--- src/rtl/rc4_xor_stream.sv ---
// rc4_xor_stream
//   Combines an RC4 keystream with a plaintext byte stream. Keystream bytes
//   are buffered in a small FIFO and XORed one-for-one with plaintext bytes
//   under valid/ready handshakes. Encryption and decryption are the same
//   operation, so the block serves both directions.
//
//   state | meaning
//   ------+-----------------------------------------------------------
//   IDLE  | after reset, waiting for start
//   RUN   | combining plaintext with keystream until msg_len bytes done
//   FLUSH | last ciphertext byte waiting for the sink
//   DONE  | message complete; start launches the next message
//
// Ports
//   clk, rst_n               clock, synchronous active-low reset
//   start, msg_len           begin a message of msg_len bytes (IDLE/DONE only)
//   ks_valid/ks_data/ks_ready keystream input into the FIFO
//   pt_valid/pt_data/pt_ready plaintext input
//   ct_valid/ct_data/ct_ready ciphertext output (registered)
//   byte_cnt                 bytes combined in the current message
//   busy, done               RUN/FLUSH, and DONE status
module rc4_xor_stream #(
  parameter int KS_DEPTH = 8,
  parameter int LEN_W    = 16
) (
  input  logic             clk,
  input  logic             rst_n,
  input  logic             start,
  input  logic [LEN_W-1:0] msg_len,
  input  logic             ks_valid,
  input  logic [7:0]       ks_data,
  output logic             ks_ready,
  input  logic             pt_valid,
  input  logic [7:0]       pt_data,
  output logic             pt_ready,
  output logic             ct_valid,
  output logic [7:0]       ct_data,
  input  logic             ct_ready,
  output logic [LEN_W-1:0] byte_cnt,
  output logic             busy,
  output logic             done
);

  localparam int PW = (KS_DEPTH > 1) ? $clog2(KS_DEPTH) : 1;
  localparam logic [PW:0] CNT_FULL = (PW+1)'(KS_DEPTH);

  typedef enum logic [1:0] {
    S_IDLE,
    S_RUN,
    S_FLUSH,
    S_DONE
  } state_t;

  state_t           state;
  logic [7:0]       ks_mem [KS_DEPTH];
  logic [PW-1:0]    wr_ptr;
  logic [PW-1:0]    rd_ptr;
  logic [PW:0]      ks_count;
  logic [LEN_W-1:0] len_q;

  logic ks_push;
  logic slot_ok;
  logic fire;
  logic last_byte;

  // ks_ready comes from the registered count only, so a pop in the same
  // cycle does not open a slot until the next cycle.
  assign ks_ready  = (ks_count != CNT_FULL);
  assign ks_push   = ks_valid && ks_ready;
  assign slot_ok   = (state == S_RUN) && (ks_count != '0) && (!ct_valid || ct_ready);
  assign pt_ready  = slot_ok;
  assign fire      = slot_ok && pt_valid;
  assign last_byte = ((byte_cnt + LEN_W'(1)) == len_q);
  assign busy      = (state == S_RUN) || (state == S_FLUSH);
  assign done      = (state == S_DONE);

  // Storage has no reset; validity is tracked entirely by ks_count.
  always_ff @(posedge clk) begin
    if (ks_push) ks_mem[wr_ptr] <= ks_data;
  end

  always_ff @(posedge clk) begin
    if (!rst_n) begin
      state    <= S_IDLE;
      wr_ptr   <= '0;
      rd_ptr   <= '0;
      ks_count <= '0;
      ct_valid <= 1'b0;
      ct_data  <= '0;
      byte_cnt <= '0;
      len_q    <= '0;
    end else begin
      if (ks_push) wr_ptr <= wr_ptr + PW'(1);
      if (fire)    rd_ptr <= rd_ptr + PW'(1);

      case ({ks_push, fire})
        2'b10:   ks_count <= ks_count + (PW+1)'(1);
        2'b01:   ks_count <= ks_count - (PW+1)'(1);
        default: ks_count <= ks_count;
      endcase

      if (fire) begin
        ct_data  <= pt_data ^ ks_mem[rd_ptr];
        ct_valid <= 1'b1;
      end else if (ct_valid && ct_ready) begin
        ct_valid <= 1'b0;
      end

      case (state)
        S_IDLE, S_DONE: begin
          if (start) begin
            len_q    <= msg_len;
            byte_cnt <= '0;
            state    <= (msg_len != '0) ? S_RUN : S_DONE;
          end
        end
        S_RUN: begin
          if (fire) begin
            byte_cnt <= byte_cnt + LEN_W'(1);
            if (last_byte) state <= S_FLUSH;
          end
        end
        S_FLUSH: begin
          if (ct_valid && ct_ready) state <= S_DONE;
        end
        default: state <= S_IDLE;
      endcase
    end
  end

endmodule

--- config.mk ---
export PLATFORM = sky130hd
export DESIGN_NAME = rc4_xor_stream
export DESIGN_NICKNAME = d
export VERILOG_FILES = /design/src/rtl/rc4_xor_stream.sv
export SDC_FILE = /design/constraint.sdc
export NUM_CORES = 1
export LEC_CHECK = 0
export BUFFER_PORTS_ARGS = -buffer_cell sky130_fd_sc_hd__buf_2
export CAP_MARGIN = 40
export CORE_UTILIZATION = 53
export DETAILED_ROUTE_END_ITERATION = 7
export PLACE_DENSITY = 0.74
export SLEW_MARGIN = 20
export SYNTH_ARGS = -nofsm -noshare
export SYNTH_HDL_FRONTEND = slang
export SYNTH_SLANG_ARGS = --single-unit
export TNS_END_PERCENT = 30
--- constraint.sdc ---
create_clock -name clk -period 3.7 [get_ports clk]
set_input_delay 0.185 -clock clk [delete_from_list [all_inputs] [get_ports clk]]
set_output_delay 0.185 -clock clk [all_outputs]
set_load 0.01 [all_outputs]
==> results.json, run 1 <==
{
  "tritoncts": "done",
  "drc": 0,
  "core.rowCount": 36,
  "start_util_pct": 55.8,
  "p_per_area_nw_per_um2": 574,
  "synth_edf_count": 64,
  "syn_nets": 528,
  "ys_types": 46,
  "crit_type": "reg2reg",
  "final_hold_viol_count": 0,
  "setup_violations": 0,
  "hpwl_mm": 7.98,
  "worstMarginPinSlew_ns": 0.872,
  "yosys.area_share.simple_pct": 16.5,
  "grt_max_degree": 57,
  "start_kind": "flip-flop",
  "antenna_found_initial": 0,
  "htree_levels": 4,
  "fin_crit_sh_pct": 84.8,
  "fp.dieW_um": 104,
  "wirelength_mm": 12.4,
  "clock_latency_ns": 0.52,
  "report.final.slew_viol_count": 0,
  "crit_fanout": 11,
  "sw_frac_of_total_pct": 29.1,
  "num-nets-final": 627,
  "ant_nets": 0,
  "synth_top_family_by_area": "simple AND/OR/NAND/NOR gates",
  "max_freq_ghz": 0.319,
  "core_area_um2": 9950,
  "clock_sinks": 120,
  "port_buffers": 66,
  "yosys_warnings": 0,
  "min_period_ns": 3.14,
  "clock_skew_ns": 0.00910,
  "grt_setup_unrepaired": "false",
  "critPathArrivalTime_ns": 3.58,
  "yosys_most_used_dff": "edfxtp_1",
  "max_slew_margin_pct": 41.6,
  "drive_gt1_share_pct": 22.0,
  "routed_via_density": 5.53,
  "synth.cells.most_frequent": "nand2_1, edfxtp_1, dfxtp_1, xnor2_1, nor2b_1",
  "numCtsBuffers": 17,
  "synth_compound_area_share_pct": 7.89,
  "async_reset_ff_share_pct": 0,
  "yosys.area.top_type": "edfxtp_1",
  "max_cap_viol_count": 0,
  "power_frac_comb_pct": 21.3,
  "yosysSeqAreaShare_pct": 54.8,
  "area_growth_pct": 23.6,
  "sequentialPowerShare_pct": 40.0,
  "pin_count": 67,
  "min_path_type": "in2reg",
  "ys_ff_latch": 120,
  "path_clk_slew_ns": 0.06,
  "post_cts_buffers": 0,
  "clock_tree.root_cell": "clkbuf_8",
  "final.setup.worst_slack_ns": 0.564,
  "yosysMostFrequentCell": "nand2_1",
  "synthMuxAreaShare_pct": 10.1,
  "synth_xor_area_share_pct": 5.52,
  "ys_top_cells_by_area": "edfxtp_1, dfxtp_1, mux4_2, nand2_1, xnor2_1",
  "drtIter0Drc": 160,
  "diodes": 0,
  "wl_per_cell_um": 17.1,
  "netlist_area_um2": 5550,
  "cp.required_ns": 4.14,
  "setup-tns-final_ns": 0,
  "vias": 3996,
  "routabilityCongestion": 0.828,
  "synth_fa_ha_area_share_pct": 2.61,
  "grtUsageTotal_pct": 24.2,
  "clockBufferDepth": 2,
  "switchingPower_mw": 1.15,
  "post-place-ws_ns": 0.571,
  "syn_inst": 479,
  "grt_remaining_overflow": 0,
  "avgSynthCellArea_um2": 11.6,
  "grt_pass1_wl_mm": 20.0,
  "netlist.area_leader.share_pct": 34.6,
  "vdd_drop_max_v": 0.000529,
  "die_area_um2": 10900,
  "end_kind": "flip-flop",
  "first_pass_iters": 5,
  "pwr-share-clk_pct": 38.7,
  "p_leak_nw": 2.54,
  "status": "finished clean",
  "grt_pass1_vias": 4036,
  "die_y_um": 104,
  "n_fill_cell": 692,
  "p_int_mw": 2.79
}
[critical path: stages (launching register included)]
cell      delay, ns
dfxtp_1        0.35
or4_1          0.53
nand4_1        0.26
inv_1          0.35
ha_1           0.35
ha_1           0.29
a21o_1         0.18
a21oi_1        0.17
xnor2_1        0.09
or3_1          0.30
a21boi_0       0.18
[cells in the final DEF (no fill, tap or decap), types with 3 or more instances in the layout]
cell type and n:
a21oi_1 14, nor3b_1 4, nor3_1 14, and4_1 3, or3_1 6, ha_1 10, a21boi_0 21, dlygate4sd3_1 27
nand2_1 73, nor4_1 10, dfxtp_1 56, edfxtp_1 64, a211oi_1 3, buf_2 66, nand2b_1 5, xnor2_1 25
nand3_1 10, mux2i_1 20, and2_1 9, clkinvlp_4 5, buf_4 10, nor2_1 7, nor2b_1 24, mux4_2 16
clkbuf_16 16, xor2_1 10, inv_1 10, o21ai_0 16, and3_1 3
[final timing paths]
path                 endpoint  slack, ns   startpoint  cells past startpoint
setup / recovery  ks_count[3]       0.56  ks_count[0]                     10
hold / removal     ct_data[4]       0.04   pt_data[4]                      4
setup reg to reg  ks_count[3]       0.56  ks_count[0]                     10
hold reg to reg     len_q[13]       0.48    len_q[13]                      2
[final cells by class]
| cell class | count | area [µm²] | share of cell area (%) |
|---|---|---|---|
| sequential | 120 | 3040 | 44.3 |
| multi-input combinational | 325 | 2370 | 34.5 |
| timing repair buffer | 104 | 696 | 10.1 |
| clock buffer | 19 | 422 | 6.14 |
| tap | 133 | 166 | 2.42 |
| clock inverter | 12 | 129 | 1.88 |
| inverter | 10 | 37.5 | 0.547 |
[power by group through the flow]
stage | clock network (mW) | logic (mW) | registers [mW]
3_5_place_dp | 0 | 0.806 | 1.60
3_3_place_gp | 0 | 0.789 | 1.59
2_1_floorplan | 0 | 0.580 | 1.59
6_report | 1.52 | 0.840 | 1.57
5_1_grt | 1.61 | 0.936 | 1.58
4_1_cts | 1.55 | 0.833 | 1.57
[cells by family after synthesis]
| family | count (synthesis) |
|---|---|
| AND/OR/NAND/NOR | 177 |
| flip-flops | 120 |
| AO/OA/AOI/OAI | 66 |
| multiplexers | 36 |
| XOR/XNOR | 35 |
| buffers and inverters | 34 |
| adder cells (fa/ha/maj) | 11 |
[metal layers]
metal	global-route usage [%]	vias up	part of all wire [%]
li1	-	1931	-
met1	28.7	1929	43
met2	41.7	118	51
met3	6.89	18	5.3
met4	8.78	0	1.2
met5	0	-	0
[stage by stage]
step           hold WS [ns]  util (%)  instances  power [mW]  cell area, µm²
6_report             0.0401      69.0        723        3.94            6860
2_1_floorplan         0.284         -        479        2.17            5550
5_1_grt              0.0357      69.0        723        4.13            6860
3_3_place_gp          0.448      60.3        661        2.38            6000
4_1_cts              0.0176      68.6        720        3.95            6830
3_5_place_dp          0.459      60.4        663        2.41            6020
[state kept, by name, indices dropped and copies added, names as in the netlist, 2 cells and up, named ones only]
signal    flops
state         2
len_q        16
wr_ptr        3
rd_ptr        3
ct_data       8
byte_cnt     16
ks_count      4
ks_mem       64
[timing repair]
action | CTS | global route
hold buffers | 26 | 1
resized for setup | 0 | 0
hold endpoints to repair | 82 | 1
No activity file was read; power rests on OpenSTA's default activity.
==> run 2, diff against run 1 <==
==> constraint.sdc (replaced) <==
create_clock -name clk -period 3 [get_ports clk]
set_input_delay 0.15 -clock clk [delete_from_list [all_inputs] [get_ports clk]]
set_output_delay 0.15 -clock clk [all_outputs]
set_load 0.01 [all_outputs]
==> run 2 against run 1 <==
Effect of this change:
- utilization grew 0.73 points
- sequential share of layout area is 0.46 points lower
- cell area rose by 1.1%
- hold slack got worse by 0.0054 ns
- maximum frequency rose by 23%
- largest power group is now clock
==> results.json, run 2 (synthesis results as in run 1) <==
{
  "grt_pass1_wl_mm": 20.0,
  "max_freq_ghz": 0.391,
  "cp.required_ns": 3.45,
  "post-place-ws_ns": 0.474,
  "routabilityCongestion": 0.861,
  "setup_violations": 0,
  "vdd_drop_max_v": 0.000414,
  "min_from": "pt_data[5]",
  "routed_via_density": 5.50,
  "grtUsageTotal_pct": 24.1,
  "clock_sinks": 120,
  "final_cell_mix": "nand2_1, buf_2, edfxtp_1",
  "crit_slowest_cell": "or4_1",
  "rr_endpoint": "ks_count[3]",
  "crit_path_frequent_cell": "ha_1",
  "start_util_pct": 55.8,
  "min_period_ns": 2.56,
  "drive_gt1_share_pct": 22.6,
  "r2r_setup_slack_ns": 0.44,
  "largest-register": "ks_mem",
  "fin_crit_sh_pct": 85.3,
  "highest_layer": "met4",
  "worstHoldPathCells": 4,
  "whs_ns": 0.0347,
  "r2r-start": "ks_count[0]",
  "diodes": 0,
  "largest_reg_flops": 64,
  "met2_length_mm": 6.33,
  "start_kind": "flip-flop",
  "grt_setup_unrepaired": "false",
  "cts_resized": 0,
  "dr_wl_met3_um": 666,
  "report.final.slew_viol_count": 0,
  "grt_pass1_vias": 4106,
  "wl_per_cell_um": 17.0,
  "numCtsBuffers": 17,
  "reg_top3": "ks_mem (64), byte_cnt (16), len_q (16)",
  "max_slew_margin_pct": 44.5,
  "core_area_um2": 9950,
  "pin_count": 67,
  "setup-tns-final_ns": 0,
  "path_clk_slew_ns": 0.06,
  "crit_type": "reg2reg",
  "first_pass_iters": 4,
  "num-nets-final": 633,
  "finalNonFillerCells": 730,
  "htree_levels": 4,
  "final_hold_viol_count": 0,
  "path_delay_family": "simple AND/OR/NAND/NOR gates",
  "die_y_um": 104,
  "reg2regPathDepth": 10,
  "cp_cell_sequence": "or4_1 -> nand4_1 -> inv_1 -> ha_1 -> ha_1 -> a21o_1 -> a21oi_1 -> xnor2_1 -> or3_1 -> a21boi_0",
  "drc": 0,
  "p_total_mw": 4.97,
  "hold_end": "ct_data[5]",
  "ant_nets": 0,
  "port_buffers": 66,
  "dp.cells": 666,
  "fp.dieW_um": 104,
  "end_kind": "flip-flop",
  "slowest_delay_ns": 0.53,
  "finalInstanceArea_um2": 6940,
  "clock_latency_ns": 0.52,
  "status": "finished clean",
  "p_per_area_nw_per_um2": 716,
  "place_area_um2": 6030,
  "final_common_cell": "nand2_1",
  "core.rowCount": 36,
  "die_area_um2": 10900,
  "tritoncts": "done",
  "grt_max_degree": 57,
  "grt_remaining_overflow": 0,
  "clock_skew_ns": 0.0117,
  "p_leak_nw": 2.59,
  "clock_tree.root_cell": "clkbuf_8",
  "cp_num_buf_inv": 1,
  "hpwl_mm": 7.90,
  "max_cap_viol_count": 0,
  "final.setup.worst_slack_ns": 0.441,
  "fin_util_pct": 69.7,
  "drt-met1-wl_mm": 5.04,
  "vias": 4014,
  "clockBufferDepth": 2,
  "drtIter0Drc": 235,
  "critPathArrivalTime_ns": 3.00,
  "antenna_found_initial": 0,
  "wirelength_mm": 12.4,
  "crit_fanout": 5,
  "area_growth_pct": 24.9,
  "min_path_type": "in2reg",
  "worstMarginPinSlew_ns": 0.833
}
[run 2: cell count changes in the layout (fill, tap and decap cells not counted), sizes merged]
cell | previous run | this run
clkinv | 4 | 2
clkbuf | 19 | 17
dlygate4sd3 | 27 | 31
inv | 11 | 21
clkinvlp | 5 | 1
bufinv | 2 | 1
buf | 77 | 79
[run 2: layer usage]
layer / global-route usage (%) / up-vias
met3: 6.08 / 31
met5: 0 / -
met4: 12.3 / 0
li1: - / 1944
met1: 27.9 / 1900
met2: 41.3 / 139
[run 2: how the worst max path moves through the flow]
| stage | startpoint | to | slack [ns] | cells past startpoint |
|---|---|---|---|---|
| 5_1_grt | ks_count[0] | ks_count[3] | 0.30 | 10 |
| 3_3_place_gp | ks_count[0] | ks_count[3] | 0.54 | 10 |
| 6_report | ks_count[0] | ks_count[3] | 0.44 | 10 |
| 3_5_place_dp | ks_count[0] | ks_count[3] | 0.47 | 10 |
| 4_1_cts | ks_count[0] | ks_count[3] | 0.45 | 10 |
| 2_1_floorplan | ks_count[0] | ks_count[3] | 0.27 | 11 |
[run 2: where the power goes]
part | switching [mW] | internal, mW | leakage [nW]
registers | 0.0984 | 1.84 | 1.04
logic | 0.600 | 0.432 | 1.27
clock network | 0.843 | 1.15 | 0.289
total | 1.54 | 3.43 | 2.59
[run 2: layout make-up]
class | instances | area, µm²
Clock buffer | 17 | 414
Timing Repair Buffer | 110 | 738
Multi-Input combinational cell | 325 | 2370
Clock inverter | 15 | 171
Inverter | 10 | 37.5
Fill cell | 708 | 3020
Tap cell | 133 | 166
Sequential cell | 120 | 3040
[run 2: repair_timing]
action,in CTS,in global routing
buffers inserted,0,0
hold buffers,31,0
hold endpoints to repair,87,0
[run 2: tightest hold or removal path: stages]
cell and delay, ns:
buf_2 0.08, xnor2_1 0.10, mux2i_1 0.07, nor2b_1 0.10
==> run 3, diff against run 2 <==
--- a/config.mk
+++ b/config.mk
@@ -9,7 +9,7 @@
 export CAP_MARGIN = 40
 export CORE_UTILIZATION = 53
 export DETAILED_ROUTE_END_ITERATION = 7
-export PLACE_DENSITY = 0.74
+export PLACE_DENSITY = 0.71
 export SLEW_MARGIN = 20
 export SYNTH_ARGS = -nofsm -noshare
 export SYNTH_HDL_FRONTEND = slang
==> run 3 against run 2 <==
Effect of this change:
- hold slack got worse by 0.019 ns
- register-to-register slack got worse by 0.08 ns
- clock skew is 0.0043 ns lower
- utilization is 0.10 points higher
- critical path depth stayed put
- maximum frequency shrank 3.0%
- combinational power about the same
==> results.json, run 3 (synthesis results as in run 1) <==
{
  "switchingPower_mw": 1.39,
  "p_leak_nw": 2.59,
  "grt_remaining_overflow": 0,
  "drtIter0Drc": 222,
  "crit_type": "reg2reg",
  "fp.dieW_um": 104,
  "hpwl_mm": 8.04,
  "pwr-share-clk_pct": 39.8,
  "report.final.slew_viol_count": 0,
  "max_cap_viol_count": 0,
  "vdd_drop_max_v": 0.000564,
  "reg_top3": "ks_mem (64), byte_cnt (16), len_q (16)",
  "min_period_ns": 2.64,
  "pin_count": 67,
  "path_clk_slew_ns": 0.06,
  "p_total_mw": 4.94,
  "num-nets-final": 634,
  "max_slew_margin_pct": 49.0,
  "clock_tree.root_cell": "clkbuf_8",
  "diodes": 0,
  "grt_setup_unrepaired": "false",
  "whs_ns": 0.0159,
  "clock_latency_ns": 0.52,
  "fin_util_pct": 69.8,
  "cp.required_ns": 3.44,
  "htree_levels": 4,
  "sw_frac_of_total_pct": 28.2,
  "place_area_um2": 6040,
  "wirelength_mm": 12.2,
  "end_kind": "flip-flop",
  "die_area_um2": 10900,
  "numCtsBuffers": 17,
  "setup-tns-final_ns": 0,
  "start_util_pct": 55.8,
  "regArea_um2": 3040,
  "first_pass_iters": 7,
  "setup_violations": 0,
  "max_freq_ghz": 0.379,
  "grt_pass1_vias": 4007,
  "core.rowCount": 36,
  "post_cts_buffers": 0,
  "wl_per_cell_um": 16.7,
  "routed_via_density": 5.47,
  "ant_nets": 0,
  "routabilityCongestion": 0.814,
  "worstMarginPinSlew_ns": 0.764,
  "finalInstanceArea_um2": 6950,
  "final_common_cell": "nand2_1",
  "critPathArrivalTime_ns": 3.07,
  "die_y_um": 104,
  "power_frac_comb_pct": 21.1,
  "crit_fanout": 5,
  "status": "finished clean",
  "core_area_um2": 9950,
  "final_hold_viol_count": 0,
  "vias": 3998,
  "sequentialPowerShare_pct": 39.1,
  "largest-register": "ks_mem",
  "clockBufferDepth": 2,
  "grt_max_degree": 57,
  "n_fill_cell": 684,
  "p_per_area_nw_per_um2": 711,
  "area_growth_pct": 25.1,
  "grt_pass1_wl_mm": 19.7,
  "p_int_mw": 3.54,
  "port_buffers": 66,
  "antenna_found_initial": 0,
  "drive_gt1_share_pct": 22.2,
  "final_cell_mix": "nand2_1, buf_2, edfxtp_1",
  "clock_sinks": 120,
  "drc": 0,
  "grtUsageTotal_pct": 24.0,
  "multiInputGateArea_um2": 2370,
  "min_path_type": "in2reg",
  "largest_reg_flops": 64,
  "tritoncts": "done",
  "fin_crit_sh_pct": 87.9,
  "start_kind": "flip-flop",
  "clock_skew_ns": 0.00739
}
==> run 3: cell types whose count changed in the layout (fill, tap and decap cells not counted), sizes merged <==
cell / previous run / this run
inv: 21 / 11
clkbuf: 17 / 19
dlygate4sd3: 31 / 30
clkinvlp: 1 / 3
bufinv: 1 / 3
buf: 79 / 81
clkinv: 2 / 6
==> run 3: power by group through the flow <==
stage          combinational [mW]  clock, mW  sequential (mW)
2_1_floorplan               0.715          0             1.96
3_5_place_dp                 1.01          0             1.96
5_1_grt                      1.16       2.07             1.95
3_3_place_gp                0.983          0             1.96
6_report                     1.04       1.96             1.93
4_1_cts                      1.04       2.00             1.93
==> run 3: critical path, cell delays in order (launching register included) <==
cell	delay, ns
dfxtp_1	0.35
or4_1	0.54
nand4_1	0.13
inv_1	0.06
ha_1	0.21
ha_1	0.29
a21o_1	0.18
a21oi_1	0.19
xnor2_1	0.12
or3_1	0.31
a21boi_0	0.18
==> run 3: metal layers <==
metal  routed length (µm)  vias to the layer above  GRT usage [%]
met5                    0                        -              0
met2                 6550                      103           43.3
met3                  582                       17           6.58
li1                     -                     1943              -
met4                  153                        0           9.90
met1                 4940                     1935           26.4
==> run 3: worst paths after layout <==
path	from	to	slack, ns	cells past startpoint
setup / recovery	ks_count[0]	ks_count[3]	0.36	10
hold / removal	pt_data[5]	ct_data[5]	0.02	4
setup reg to reg	ks_count[0]	ks_count[3]	0.36	10
hold reg to reg	len_q[13]	len_q[13]	0.48	2
==> run 3: layout make-up <==
cell class              count  share of cell area [%]
flip-flops and latches    120                    43.8
clock inverters            13                    2.25
repair buffers            111                    10.9
multi-input cells         325                    34.1
inverters                  10                   0.540
well taps                 133                    2.40
clock buffers              19                    6.07
==> run 3: repair_timing <==
| item | 4_1_cts | 5_1_grt |
|---|---|---|
| hold buffers | 29 | 1 |
| setup endpoints to repair | 0 | 0 |
| gates resized for setup | 0 | 0 |
| hold endpoints to repair | 85 | 4 |
==> run 3: stage by stage <==
stage          cells  setup WS (ns)
2_1_floorplan    479          0.274
3_3_place_gp     667          0.552
3_5_place_dp     667          0.411
4_1_cts          728          0.400
5_1_grt          731          0.172
6_report         731          0.363
